$ cat src/rtl/uart_tx_arbiter.sv
// uart_tx_arbiter
//   Lets N_REQ byte sources share one uart_tx. Sources are served round-robin.
//   A multi-byte message is kept together on the line by a lock on the current
//   owner. Two limits stop one owner from starving the others: a burst cap on
//   back-to-back bytes, and a timeout on a locked owner that has gone quiet.
//
// Ports
//   clk        system clock, everything on posedge
//   rst_n      asynchronous active-low reset
//   req_valid  per requester: a byte is waiting on req_data
//   req_data   byte of requester i at [i*DATA_WIDTH +: DATA_WIDTH]
//   req_last   per requester: the waiting byte ends its message
//   req_ack    one-cycle pulse; the acked requester's byte has been captured
//   tx_ready   uart_tx idle (high) / transmitting (low)
//   tx_start   one-cycle start pulse to uart_tx
//   tx_data    captured byte for uart_tx, held until the next grant
//   busy       high in every state except IDLE
//   grant_id   index of the current or most recent owner
module uart_tx_arbiter #(
   parameter  int N_REQ        = 2,
   parameter  int DATA_WIDTH   = 8,
   parameter  int MAX_BURST    = 16,
   parameter  int LOCK_TIMEOUT = 64,
   localparam int ID_W         = (N_REQ > 1) ? $clog2(N_REQ) : 1
) (
   input  logic                        clk,
   input  logic                        rst_n,
   input  logic [N_REQ-1:0]            req_valid,
   input  logic [N_REQ*DATA_WIDTH-1:0] req_data,
   input  logic [N_REQ-1:0]            req_last,
   output logic [N_REQ-1:0]            req_ack,
   input  logic                        tx_ready,
   output logic                        tx_start,
   output logic [DATA_WIDTH-1:0]       tx_data,
   output logic                        busy,
   output logic [ID_W-1:0]             grant_id
);

   localparam int BURST_W = $clog2(MAX_BURST + 1);
   localparam int TO_W    = $clog2(LOCK_TIMEOUT + 1);

   localparam logic [ID_W-1:0]    PTR_LAST   = ID_W'(N_REQ - 1);
   localparam logic [BURST_W-1:0] BURST_LAST = BURST_W'(MAX_BURST - 1);
   localparam logic [TO_W-1:0]    TO_LAST    = TO_W'(LOCK_TIMEOUT - 1);

   typedef enum logic [1:0] {
      S_IDLE,
      S_START,
      S_WAIT_BUSY,
      S_WAIT_DONE
   } state_t;

   state_t state, state_nxt;

   logic [ID_W-1:0]       rr_ptr;
   logic                  lock;
   logic [BURST_W-1:0]    burst_cnt;
   logic [TO_W-1:0]       to_cnt;

   logic                  lo_found, hi_found;
   logic [ID_W-1:0]       lo_idx, hi_idx, winner;
   logic [ID_W-1:0]       sel_id;
   logic [DATA_WIDTH-1:0] sel_data;
   logic                  sel_last;
   logic [N_REQ-1:0]      ack_vec;
   logic                  owner_valid;
   logic                  take;

   // Round-robin pick: the lowest valid index at or above the pointer wins;
   // if none, wrap around to the lowest valid index overall. The loop runs
   // downward so the final assignment is the lowest matching index.
   always_comb begin
      lo_found = 1'b0;
      lo_idx   = '0;
      hi_found = 1'b0;
      hi_idx   = '0;
      for (int i = N_REQ - 1; i >= 0; i--) begin
         if (req_valid[i]) begin
            lo_found = 1'b1;
            lo_idx   = ID_W'(i);
         end
         if (req_valid[i] && (ID_W'(i) >= rr_ptr)) begin
            hi_found = 1'b1;
            hi_idx   = ID_W'(i);
         end
      end
      winner = hi_found ? hi_idx : lo_idx;
   end

   // While locked only the owner is eligible; everyone else is ignored.
   assign owner_valid = req_valid[grant_id];
   assign sel_id      = lock ? grant_id : winner;
   assign take        = (state == S_IDLE) && tx_ready && (lock ? owner_valid : lo_found);
   assign busy        = (state != S_IDLE);

   always_comb begin
      sel_data = '0;
      sel_last = 1'b0;
      ack_vec  = '0;
      for (int i = 0; i < N_REQ; i++) begin
         if (ID_W'(i) == sel_id) begin
            sel_data = req_data[i*DATA_WIDTH +: DATA_WIDTH];
            sel_last = req_last[i];
         end
      end
      ack_vec[sel_id] = 1'b1;
   end

   always_comb begin
      state_nxt = state;
      case (state)
         S_IDLE:      if (take) state_nxt = S_START;
         S_START:     state_nxt = S_WAIT_BUSY;
         S_WAIT_BUSY: if (!tx_ready) state_nxt = S_WAIT_DONE;
         S_WAIT_DONE: if (tx_ready) state_nxt = S_IDLE;
         default:     state_nxt = S_IDLE;
      endcase
   end

   always_ff @(posedge clk or negedge rst_n) begin
      if (!rst_n) begin
         state     <= S_IDLE;
         tx_start  <= 1'b0;
         tx_data   <= '0;
         req_ack   <= '0;
         grant_id  <= '0;
         rr_ptr    <= '0;
         lock      <= 1'b0;
         burst_cnt <= '0;
         to_cnt    <= '0;
      end else begin
         state    <= state_nxt;
         // Start and ack are both issued in the START cycle; the byte itself
         // was captured on the granting edge.
         tx_start <= take;
         req_ack  <= take ? ack_vec : '0;

         if (take) begin
            tx_data  <= sel_data;
            grant_id <= sel_id;
            to_cnt   <= '0;
            if (!lock) rr_ptr <= (winner == PTR_LAST) ? '0 : winner + 1'b1;
            // Hitting the burst cap drops the lock even mid-message; the rest
            // of that message goes out in a later grant.
            if (sel_last || (burst_cnt == BURST_LAST)) begin
               lock      <= 1'b0;
               burst_cnt <= '0;
            end else begin
               lock      <= 1'b1;
               burst_cnt <= burst_cnt + 1'b1;
            end
         end else if ((state == S_IDLE) && lock) begin
            if (owner_valid) begin
               to_cnt <= '0;
            end else if (to_cnt == TO_LAST) begin
               // Quiet owner loses the lock; its burst count goes with it so
               // the next owner starts with a full burst allowance.
               lock      <= 1'b0;
               to_cnt    <= '0;
               burst_cnt <= '0;
            end else begin
               to_cnt <= to_cnt + 1'b1;
            end
         end
      end
   end

endmodule

$ cat config.mk
export PLATFORM = sky130hd
export DESIGN_NAME = uart_tx_arbiter
export DESIGN_NICKNAME = d
export VERILOG_FILES = /design/src/rtl/uart_tx_arbiter.sv
export SDC_FILE = /design/constraint.sdc
export NUM_CORES = 1
export LEC_CHECK = 0
export CAP_MARGIN = 20
export CORE_MARGIN = 8
export CORE_UTILIZATION = 30
export CTS_CLUSTER_DIAMETER = 30
export DETAILED_ROUTE_END_ITERATION = 10
export GPL_TIMING_DRIVEN = 0
export SYNTH_ARGS = -nofsm -noshare
export SYNTH_HDL_FRONTEND = slang
export SYNTH_SLANG_ARGS = --single-unit
$ cat constraint.sdc
create_clock -name clk -period 1.9 [get_ports clk]
set_clock_uncertainty 0.1 [all_clocks]
set_input_delay 0.38 -clock clk [delete_from_list [all_inputs] [get_ports clk]]
set_output_delay 0.38 -clock clk [all_outputs]
set_load 0.05 [all_outputs]
Word level (Yosys, flattened, before mapping) --
Cells that the tools add are included.
Storage, ports and cells: flip-flop bits (word level) 28, output and inout port bits 13
Cells by class: bitwise operators 1, add/subtract/negate cells 3, equal/unequal tests 9, $lt $le $gt $ge 5, reduce and logical (&&, ||, !) cells 14, multiplexer cells 35
Operator list (count):
- 2-to-1 mux 7 bit | 4
- 2-to-1 mux 5 bit | 5
- 2-to-1 mux 1 bit | 19
- 2-to-1 mux 2 bit | 4
- 2-to-1 mux 8 bit | 1
- case mux 2 bit (4 select lines) | 1
- adder 7 x 1 -> 7 bit, second input constant | 1
- == test 7 x 6 -> 1 bit, second input constant | 1
- logical AND 1 bit | 6
- inequality test 2 bit, second input constant | 3
- AND reduction 3 bit | 2
- nonzero test 2 bit | 3
- adder 5 x 1 -> 5 bit, second input constant | 1
- == test 5 x 4 -> 1 bit, second input constant | 1
- == test 2 bit, second input constant | 2
- less-than comparator 1 x 2 -> 1 bit, second input constant | 2
- == test 2 x 1 -> 1 bit, second input constant | 1
- greater-or-equal comparator 1 bit, first input constant | 2
- zero test 2 bit | 1
- inequality test 2 x 1 -> 1 bit, second input constant | 1
- AND reduction 2 bit | 1
- adder 1 bit, second input constant | 1
- demux 1 bit (select 1 bit) | 1
- greater-or-equal comparator 1 bit, second input constant | 1
- 2 further kinds | 2

Depth between registers and ports, before layout --
depth after elaboration 11, depth in mapped cells 7, depth with buffers taken out 7

Least setup slack after synthesis --
Ideal clock, no wire load.
path kind reg-to-reg, start point register grant_id, end point register burst_cnt[2], setup time 0.118 ns, cell stages (with the launch flop) 7, path slack -0.225 ns, path buffers 1, data arrival time 1.907 ns, cell sequence dfrtp_1 -> buf_6 -> mux2i_1 -> nand3_1 -> o41a_1 -> o21bai_1 -> a21o_1
Between the ends: cells in the longest elaborated chain, start to end 6, elaborated cells on any way between the ends 13
Ends and longest elaborated chain:
- from (decl) | RTL line 36 | output logic [ID_W-1:0] grant_id
- from (signal assigned) | RTL line 140 | grant_id <= sel_id;
- 2-to-1 mux 1 bit (implied by the code) (2 in series) | RTL line 91 | assign owner_valid = req_valid[grant_id];
- 2-to-1 mux 1 bit | RTL line 93 | assign take = (state == S_IDLE) && tx_ready && (lock ? owner_valid : lo_found);
- logical AND 1 bit | RTL line 93
- inequality test 2 x 1 -> 1 bit (no source line) or nonzero test 2 bit (tied branches)
- AND reduction 3 bit (no source line)
- to (signal assigned) | RTL line 150 | burst_cnt <= burst_cnt + 1'b1;
- to (decl) | RTL line 57 | logic [BURST_W-1:0] burst_cnt;
Parallel ways exist; a longest one is shown, timed or not. The select of a mux whose other input is x is not followed. A chain may end at the register's enable or synchronous reset.

Worst setup path in the final report --
start point register grant_id, end point output port grant_id
No word-level cell between the ends.

==> flow_summary_export.csv <==
group,metric,value,unit
sta,slew_viol_final,0,
power_and_ir_drop,powerDensity,1430,nW/um^2
placement,gp_congestion,0.726,
placement,hpwl,2330,um
placement,port_buffers,35,
sta,tightest_slew,690,ps
clock_tree,clockBufferDepth,2,
route,dr.pass1.iters,4,
status,status,"complete, no violations",
cells_and_area,final_layout_size_suffix_gt1_frac,0.143,
critical_path,endpoint_kind,"output port",
synth,synthesis.area,1420,sq um
clock_tree,cts_sinks,28,
grt,grt_max_degree,17,
route,wire_per_inst,12.6,um
sta,finalCriticalPeriod,1840,ps
floorplan,fp.dieH,84.8,um
sta,rsz0062_at_grt,"yes",
route,drc,0,
route,vias,1140,
sta,period_share,0.969,
sta,setup_viol,0,
clock_tree,clock_latency,270,ps
sta,finalWorstSetupSlack,59.3,ps
synth,yosys_register_bits,28,
grt,grt_first_pass_wirelength,5340,um
synth,syn-num-nets,172,
grt,grt_antenna_before_repair,0,
clock_tree,htreeDepth,1,
synth,synth_cell_type_count,35,
critical_path,cp_max_fo,7,
floorplan,die-area,7190,sq um
critical_path,worstPathArrival,1360,ps
power_and_ir_drop,finalPower,2900,uW
sta,fmax,543,MHz
route,viasPerCell,4.69,
floorplan,start_util,0.306,
clock_tree,cts_made_buffers,3,
synth,synth.avg_cell_area,9.92,sq um
route,finalWirelength,3070,um
placement,pre_cts_ws,-487,ps
route,first_iter_violations,35,
floorplan,rows,25,
route,drtAntennaViolNets,0,
critical_path,worstSetupPathType,"reg2out",
clock_tree,cts-root-buf,"clkbuf_8",
sta,slew_headroom,0.538,
worst_hold_path,hold_class,"reg2reg",
cells_and_area,area_growth,42.4,%
floorplan,core_area,4630,sq um
floorplan,die_x,84.8,um
cells_and_area,num_antenna_cells,0,
clock_tree,cts_tree,"yes",
synth,yosysSeqAreaShare,0.494,
grt,grtUsageTotal,0.0887,
critical_path,worstPathRequired,1420,ps
synth,syn_inst,143,
cells_and_area,final_net_count,219,
critical_path,cp-start-kind,"flop",
cells_and_area,utilization,0.436,
sta,finalHoldViolations,0,
power_and_ir_drop,leakage,0.000962,uW
synth,yosysWarningCount,0,
clock_tree,holdBufCountCts,0,
clock_tree,clkSlewWorstSetupHoldPaths,100,ps
flow_run,drv_cap,0,
floorplan,io_pins,36,
grt,grt-ovfl-total,0,
power_and_ir_drop,peakVddDrop,0.535,mV
grt,grt_pass1_vias,1188,
==> kinds of logic (layout without fill, tap and decap cells) <==
group           after synthesis  count (layout)  share of synthesized area
xor+xnor                      4               4                     0.0247
compound gates               34              34                      0.160
flops                        28              28                      0.494
fa+ha+maj                     6               6                     0.0529
mux                          10              10                     0.0714
simple gates                 46              46                      0.146
buf+inv                      15              61                     0.0511
==> metrics by stage <==
stage                     TNS [ps]  cells  area [sq um]  hold slack, ps
after floorplan              -26.2    143          1440           -15.6
after global placement      -12020    232          1860             362
after detailed placement     -7930    233          1880             371
after CTS                    -12.6    240          1980             389
after global routing         -96.8    243          2020             420
final                            0    243          2020             386
==> per-layer routing <==
layer,routed length (um),track usage,vias up
met1,1470,0.111,530
met2,1430,0.143,20
li1,-,-,588
met4,13,0.0243,0
met3,150,0.0263,2
met5,0,0,-
==> final timing paths <==
path	startpoint	slack, ps	depth (start not counted)	to
setup / recovery	grant_id	60	2	grant_id
hold / removal	tx_data[3]	390	2	tx_data[3]
setup reg to reg	burst_cnt[1]	60	6	burst_cnt[2]
hold reg to reg	tx_data[3]	390	2	tx_data[3]
max in group asynchronous	rst_n	760	2	grant_id
min in group asynchronous	rst_n	410	1	state[0]
==> final cells by class <==
cell class                 instances  area, sq um
sequential                        28          702
multi-input combinational        100          702
clock buffer                       3         41.3
timing repair buffer              43          415
tap                               54         67.6
buffer                             4         25.0
inverter                          10         37.5
clock inverter                     1         30.0
fill                             457         2610
==> worst max-delay path, stage by stage, from the launching register on <==
cell	delay, ps
dfrtp_2	460
buf_4	140
clkdlybuf4s15_1	490
==> cell usage after synthesis, drive strengths merged <==
cell type | instances | area [sq um]
mux2i | 9 | 90.1
or3b | 1 | 8.76
nor2b | 3 | 18.8
o41a | 1 | 11.3
a21oi | 4 | 20.0
o21ai | 16 | 80.1
a211o | 1 | 8.76
a221oi | 2 | 17.5
a31oi | 1 | 6.26
a2111o | 1 | 11.3
nor2 | 10 | 37.5
ha | 6 | 75.1
mux2 | 1 | 11.3
buf | 3 | 27.5
nor3 | 2 | 10.0
a21boi | 2 | 15.0
inv | 10 | 37.5
a21o | 1 | 7.51
nor3b | 1 | 7.51
a22o | 1 | 8.76
dfrtp | 28 | 701
xor2 | 4 | 35.0
clkbuf | 2 | 7.51
nand3 | 3 | 15.0
nand2 | 21 | 78.8
o21bai | 1 | 7.51
and3 | 2 | 12.5
nand4 | 2 | 12.5
o211ai | 1 | 7.51
nand2b | 1 | 6.26
o2111ai | 1 | 15.0
o32a | 1 | 10.0
==> placed cells by master (no fill, tap or decap), types with 2 or more instances in the layout <==
| cell type | count |
|---|---|
| a221oi_1 | 2 |
| nor2b_1 | 3 |
| buf_6 | 2 |
| buf_4 | 6 |
| dlygate4sd2_1 | 13 |
| ha_1 | 3 |
| xor2_1 | 4 |
| a21oi_1 | 3 |
| nand4_1 | 2 |
| and3_1 | 2 |
| nor2_1 | 10 |
| dfrtp_1 | 27 |
| clkbuf_8 | 3 |
| mux2i_1 | 9 |
| nand3_1 | 3 |
| nand2_1 | 21 |
| o21ai_0 | 15 |
| inv_1 | 10 |
| clkdlybuf4s50_1 | 20 |
| ha_2 | 2 |
==> timing repair <==
action,in CTS,in global routing
setup buffers,4,3
setup endpoints to repair,27,11
cloned,0,0
gates resized for setup,22,10
pin swaps,4,5
==> flip-flops by register name (all words and copies together) (netlist names) <==
signal / count
burst_cnt: 5
grant_id: 1
lock: 1
req_ack: 2
rr_ptr: 1
state: 2
to_cnt: 7
tx_data: 8
tx_start: 1
==> where the power goes <==
part           internal (uW)  switching [uW]  leakage (uW)
logic                    578             924      0.000564
clock network            282             192     0.0000357
registers                789             132      0.000363
total                   1650            1250      0.000962
No activity file was read; power rests on OpenSTA's default activity.
